<file path="src/rtl/fifo_pkg.sv">
// ============================================================================
// Module      : fifo_pkg
// Description : Shared pointer helpers and types for the single-port FIFO
//               controller.
// Revision    : 1.0
// ============================================================================
`default_nettype none

package fifo_pkg;

    localparam int c_MAX_AW = 16;

    // Pointer layout: wrap bit above the RAM address.
    typedef struct packed {
        logic                wrap;
        logic [c_MAX_AW-1:0] addr;
    } fifo_ptr_t;

    function automatic int f_ptr_width(input int depth);
        return $clog2(depth) + 1;
    endfunction

    // Modular pointer distance; only the low ptr_w bits are meaningful.
    function automatic logic [31:0] f_occupancy(
        input logic [31:0] wr_ptr,
        input logic [31:0] rd_ptr,
        input int          ptr_w
    );
        logic [31:0] mask;
        mask = (32'd1 << ptr_w) - 32'd1;
        return (wr_ptr - rd_ptr) & mask;
    endfunction

endpackage

`default_nettype wire

</file>
<file path="src/rtl/fifo_out_reg.sv">
// ============================================================================
// Module      : fifo_out_reg
// Description : Registered output stage; loads a word from the async-read RAM
//               whenever the stage is free or being drained.
// Revision    : 1.0
// ============================================================================
`default_nettype none

module fifo_out_reg
    import fifo_pkg::*;
#(
    parameter int DATA_WIDTH = 8
) (
    input  logic                  clk,
    input  logic                  rst,
    input  logic                  i_flush,
    input  logic                  i_empty,
    input  logic [DATA_WIDTH-1:0] i_ram_data,
    input  logic                  i_ready,
    output logic                  o_load,
    output logic                  o_valid,
    output logic [DATA_WIDTH-1:0] o_data
);

    logic                  r_valid_q;
    logic                  w_valid_d;
    logic [DATA_WIDTH-1:0] r_data_q;
    logic [DATA_WIDTH-1:0] w_data_d;
    logic                  w_load;

    assign w_load = ~i_empty & (~r_valid_q | i_ready) & ~i_flush & ~rst;

    always_comb begin
        w_valid_d = r_valid_q;
        w_data_d  = r_data_q;
        if (i_flush) begin
            w_valid_d = 1'b0;
        end else if (w_load) begin
            w_valid_d = 1'b1;
            w_data_d  = i_ram_data;
        end else if (r_valid_q && i_ready) begin
            w_valid_d = 1'b0;
        end
    end

    always_ff @(posedge clk) begin
        if (rst) begin
            r_valid_q <= 1'b0;
            r_data_q  <= '0;
        end else begin
            r_valid_q <= w_valid_d;
            r_data_q  <= w_data_d;
        end
    end

    assign o_load  = w_load;
    assign o_valid = r_valid_q;
    assign o_data  = r_data_q;

endmodule

`default_nettype wire

</file>
<file path="src/rtl/fifo_ctrl_sp.sv">
// ============================================================================
// Module      : fifo_ctrl_sp
// Description : FIFO controller for an external async-read / sync-write RAM;
//               owns pointers, occupancy, full/empty and flush.
// Revision    : 1.0
// ============================================================================
`default_nettype none

module fifo_ctrl_sp
    import fifo_pkg::*;
#(
    parameter  int DATA_WIDTH = 8,
    parameter  int DEPTH      = 8,
    localparam int AW         = $clog2(DEPTH)
) (
    input  logic                  clk,
    input  logic                  rst,
    input  logic                  i_flush,
    input  logic                  i_valid,
    output logic                  o_ready,
    input  logic [DATA_WIDTH-1:0] i_data,
    output logic                  o_valid,
    input  logic                  i_ready,
    output logic [DATA_WIDTH-1:0] o_data,
    output logic [AW+1:0]         o_level,
    output logic                  o_ram_wr_en,
    output logic [AW-1:0]         o_ram_wr_addr,
    output logic [DATA_WIDTH-1:0] o_ram_data,
    output logic                  o_ram_rd_en,
    output logic [AW-1:0]         o_ram_rd_addr,
    input  logic [DATA_WIDTH-1:0] i_ram_data
);

    localparam int            PW         = f_ptr_width(DEPTH);
    localparam logic [PW-1:0] c_full_occ = PW'(DEPTH);
    localparam logic [PW-1:0] c_ptr_one  = {{(PW-1){1'b0}}, 1'b1};

    logic [PW-1:0] r_wr_ptr_q;
    logic [PW-1:0] w_wr_ptr_d;
    logic [PW-1:0] r_rd_ptr_q;
    logic [PW-1:0] w_rd_ptr_d;
    logic [PW-1:0] w_occ;
    logic          w_full;
    logic          w_empty;
    logic          w_ready;
    logic          w_push;
    logic          w_load;
    logic          w_valid;

    assign w_occ   = PW'(f_occupancy(32'(r_wr_ptr_q), 32'(r_rd_ptr_q), PW));
    assign w_full  = (w_occ == c_full_occ);
    assign w_empty = (w_occ == '0);

    // Full is judged on registered occupancy; a same-cycle load frees space next cycle.
    assign w_ready = ~w_full & ~rst & ~i_flush;
    assign w_push  = i_valid & w_ready;

    always_comb begin
        w_wr_ptr_d = r_wr_ptr_q;
        w_rd_ptr_d = r_rd_ptr_q;
        if (i_flush) begin
            w_wr_ptr_d = '0;
            w_rd_ptr_d = '0;
        end else begin
            if (w_push) w_wr_ptr_d = r_wr_ptr_q + c_ptr_one;
            if (w_load) w_rd_ptr_d = r_rd_ptr_q + c_ptr_one;
        end
    end

    always_ff @(posedge clk) begin
        if (rst) begin
            r_wr_ptr_q <= '0;
            r_rd_ptr_q <= '0;
        end else begin
            r_wr_ptr_q <= w_wr_ptr_d;
            r_rd_ptr_q <= w_rd_ptr_d;
        end
    end

    fifo_out_reg #(
        .DATA_WIDTH (DATA_WIDTH)
    ) u_out_reg (
        .clk        (clk),
        .rst        (rst),
        .i_flush    (i_flush),
        .i_empty    (w_empty),
        .i_ram_data (i_ram_data),
        .i_ready    (i_ready),
        .o_load     (w_load),
        .o_valid    (w_valid),
        .o_data     (o_data)
    );

    assign o_ready       = w_ready;
    assign o_valid       = w_valid;
    assign o_level       = {1'b0, w_occ} + {{PW{1'b0}}, w_valid};
    assign o_ram_wr_en   = w_push;
    assign o_ram_wr_addr = r_wr_ptr_q[AW-1:0];
    assign o_ram_data    = i_data;
    assign o_ram_rd_en   = w_load;
    assign o_ram_rd_addr = r_rd_ptr_q[AW-1:0];

endmodule

`default_nettype wire

</file>
<file path="config.mk">
export PLATFORM = sky130hd
export DESIGN_NAME = fifo_ctrl_sp
export DESIGN_NICKNAME = d
export VERILOG_FILES = /design/src/rtl/fifo_pkg.sv /design/src/rtl/fifo_out_reg.sv /design/src/rtl/fifo_ctrl_sp.sv
export SDC_FILE = /design/constraint.sdc
export NUM_CORES = 1
export LEC_CHECK = 0
export CAP_MARGIN = 20
export CORE_MARGIN = 2
export CORE_UTILIZATION = 36
export CTS_BUF_LIST = sky130_fd_sc_hd__clkbuf_4 sky130_fd_sc_hd__clkbuf_8 sky130_fd_sc_hd__clkbuf_16
export DETAILED_ROUTE_END_ITERATION = 8
export HOLD_SLACK_MARGIN = 0.08
export PLACE_DENSITY_LB_ADDON = 0.15
export SYNTH_ARGS = -nofsm -noshare
export SYNTH_HDL_FRONTEND = slang
export SYNTH_SLANG_ARGS = --single-unit
</file>
<file path="constraint.sdc">
create_clock -name clk -period 2.59 [get_ports clk]
set_input_delay 0.518 -clock clk [delete_from_list [all_inputs] [get_ports clk]]
set_output_delay 0.518 -clock clk [all_outputs]
set_load 0.02 [all_outputs]
</file>
==> impl_metrics.yaml <==
status:
  status: "complete, no violations"
power_and_ir_drop:
  peakVddDrop_mv: 0.3267
  p_total_uw: 485.9
  power.density_nw_per_um2: 331.1
  leakagePower_nw: 0.6386
detailed_routing:
  ant_nets: 0
  drc_errors: 0
  dr.pass1.iters: 4
  vias: 869
  via_per_inst: 4.855
  wl_per_cell_um: 12.97
  drt_wl_total_um: 2321
  drt_iter0_drc: 8
cts:
  clockBufferDepth: 2
  root_buffer: "clkbuf_4"
  clock-sinks: 17
  cts_tree: "yes"
  htree_levels: 1
  cts-buffers-inserted: 3
  clkTransAtPathRegs_ns: 0.10
  insertion_delay_ns: 0.30
finish:
  antenna_cells: 0
  drive_gt1_frac: 0.2703
  final_util: 0.5368
  area.growth.synth_to_final_pct: 41.67
  final_nets: 178
  fillers: 261
die:
  die_y_um: 57.65
  die_area_um2: 3323
  core_um2: 2734
  core.rowCount: 19
  die_w_um: 57.65
  initial_core_util: 0.3789
  io_pins: 52
placement:
  place_congestion: 0.8158
  io_buffer_count: 35
  hpwl_um: 1812
grt:
  grt_max_degree: 14
  grt_pass1_vias: 900
  overflow: 0
  grt_usage: 0.1535
  grt_pass1_wl_um: 3850
  antenna_found_initial: 0
timing:
  clock.fmax_ghz: 0.4007
  setup_viol: 0
  holdWs_ns: 0.5076
  period_needed_ns: 2.496
  finClkSkew_ns: 0.003844
  drv_slew: 0
  hold_viol_final: 0
  fin_crit_sh: 0.9636
  rsz0062_at_grt: "yes"
  tightest_slew_ns: 0.2652
  max_slew_margin: 0.8232
synth:
  yosysSeqAreaShare: 0.3285
  synth_warnings: 0
  syn_nets: 139
  synth_area_per_cell_um2: 9.418
  ys_ff_latch: 17
  syn_inst: 110
  netlist_area_um2: 1036
  synth_cell_types: 30
worst_setup_path:
  timing_worst_setup_path_type: "register to output pin"
  required_ns: 2.07
  worst-path-max-fanout: 3
  start_kind: "register"
  crit_arrival_ns: 1.98
  endpoint_kind: "output pin"
job:
  maxCapViolations: 0
hold_path:
  min-delay-path-class: "register to register"
-- where the power goes --
group	internal (mW)	switching [mW]
combinational	0.0415	0.0329
clock	0.0576	0.0880
sequential	0.264	0.00171
total	0.363	0.123
-- area by class of cell --
type | instances | area, um^2 | area share
clock buffer | 3 | 22.52 | 0.01535
inverter | 7 | 26.28 | 0.01790
timing repair buffer | 51 | 444.2 | 0.3026
tap | 31 | 38.79 | 0.02643
multi-input combinational | 69 | 588.1 | 0.4007
sequential | 17 | 342.8 | 0.2336
clock inverter | 1 | 5.005 | 0.003410
-- cell families after synthesis --
group / count (synthesis) / share of synthesized area
simple gates: 32 / 0.1522
buf+inv: 24 / 0.1473
flops: 17 / 0.3285
mux: 12 / 0.1159
compound gates: 10 / 0.08573
fa+ha+maj: 8 / 0.1039
xor+xnor: 7 / 0.06643
-- synthesized netlist by cell type --
cell type   n  area (um^2)
xor2_1      1        8.760
a311oi_4    1        26.28
dfxtp_1    17        340.3
buf_4      14        105.1
buf_2       2        10.01
fa_1        1        20.02
nand4_1     2        12.51
inv_1       7        26.28
buf_6       1        11.26
o21ai_1     1        5.000
a31oi_1     2        12.51
nand3b_1    1        7.510
a21oi_1     1        5.000
nor3b_1     2        15.01
nand3_2     1        10.01
and3b_1     1        8.760
xor2_2      1        16.27
o31ai_1     2        15.01
ha_1        7        87.58
a31oi_2     1        12.51
nand2b_1    1        6.260
xnor2_1     5        43.79
o21ai_0     1        5.000
mux2i_1    12        120.1
nand3_1     1        5.000
nor2_1     11        41.29
and3_2      1        7.510
or2_0       1        6.260
a21o_1      1        7.510
nand2_1    10        37.54
-- worst max-delay path, stage by stage, from the launching register on --
cell     delay, ns
dfxtp_2       0.34
inv_2         0.04
ha_4          0.16
fa_2          0.55
inv_1         0.05
ha_1          0.21
xnor2_1       0.15
buf_2         0.18
-- layer usage --
layer  track usage  routed length, um
met1        0.1706                948
met2        0.2727               1141
met3       0.02902                144
met4       0.08638                 85
met5             0                  0
-- repair_timing --
action,CTS,global route
hold buffers,0,0
resized for setup,40,6
setup buffers,1,0
endpoints found under the setup margin,7,5
hold endpoints to repair,0,0
pin swaps,4,4
-- cells in the final DEF (no fill, tap or decap), types with 2 or more instances in the layout --
cell and n:
clkbuf_4 3, buf_4 17, dfxtp_2 2, nand4_1 2, dfxtp_1 15, o31ai_1 2, ha_4 2, xnor2_1 5
mux2i_1 12, buf_2 4, inv_1 6, nor2_1 11, clkdlybuf4s50_1 28, a31oi_1 2, ha_1 5, nand2_1 9
-- state kept, by name, indices dropped and copies added (netlist names) --
register / count
r_rd_ptr_q: 4
u_out_reg.o_valid: 1
r_wr_ptr_q: 4
u_out_reg.o_data: 8
-- final timing paths --
path                             from             endpoint  slack [ns]  depth (start not counted)
setup / recovery        r_wr_ptr_q[0]           o_level[2]        0.09                          7
hold / removal    u_out_reg.o_data[4]  u_out_reg.o_data[4]        0.51                          2
setup reg to reg        r_wr_ptr_q[0]        r_wr_ptr_q[3]        0.57                          9
hold reg to reg   u_out_reg.o_data[4]  u_out_reg.o_data[4]        0.51                          2
-- through the flow --
stage          cells  setup slack [ns]  cell area (um^2)  setup TNS, ns
2_1_floorplan    110           0.07728              1036              0
3_3_place_gp     174           -0.2362              1411        -0.8176
3_5_place_dp     174           -0.2631              1411        -0.9929
4_1_cts          179          0.008608              1450              0
5_1_grt          179          -0.02291              1468       -0.02291
6_report         179           0.09439              1468              0
Power figures use the tool's default switching activity.
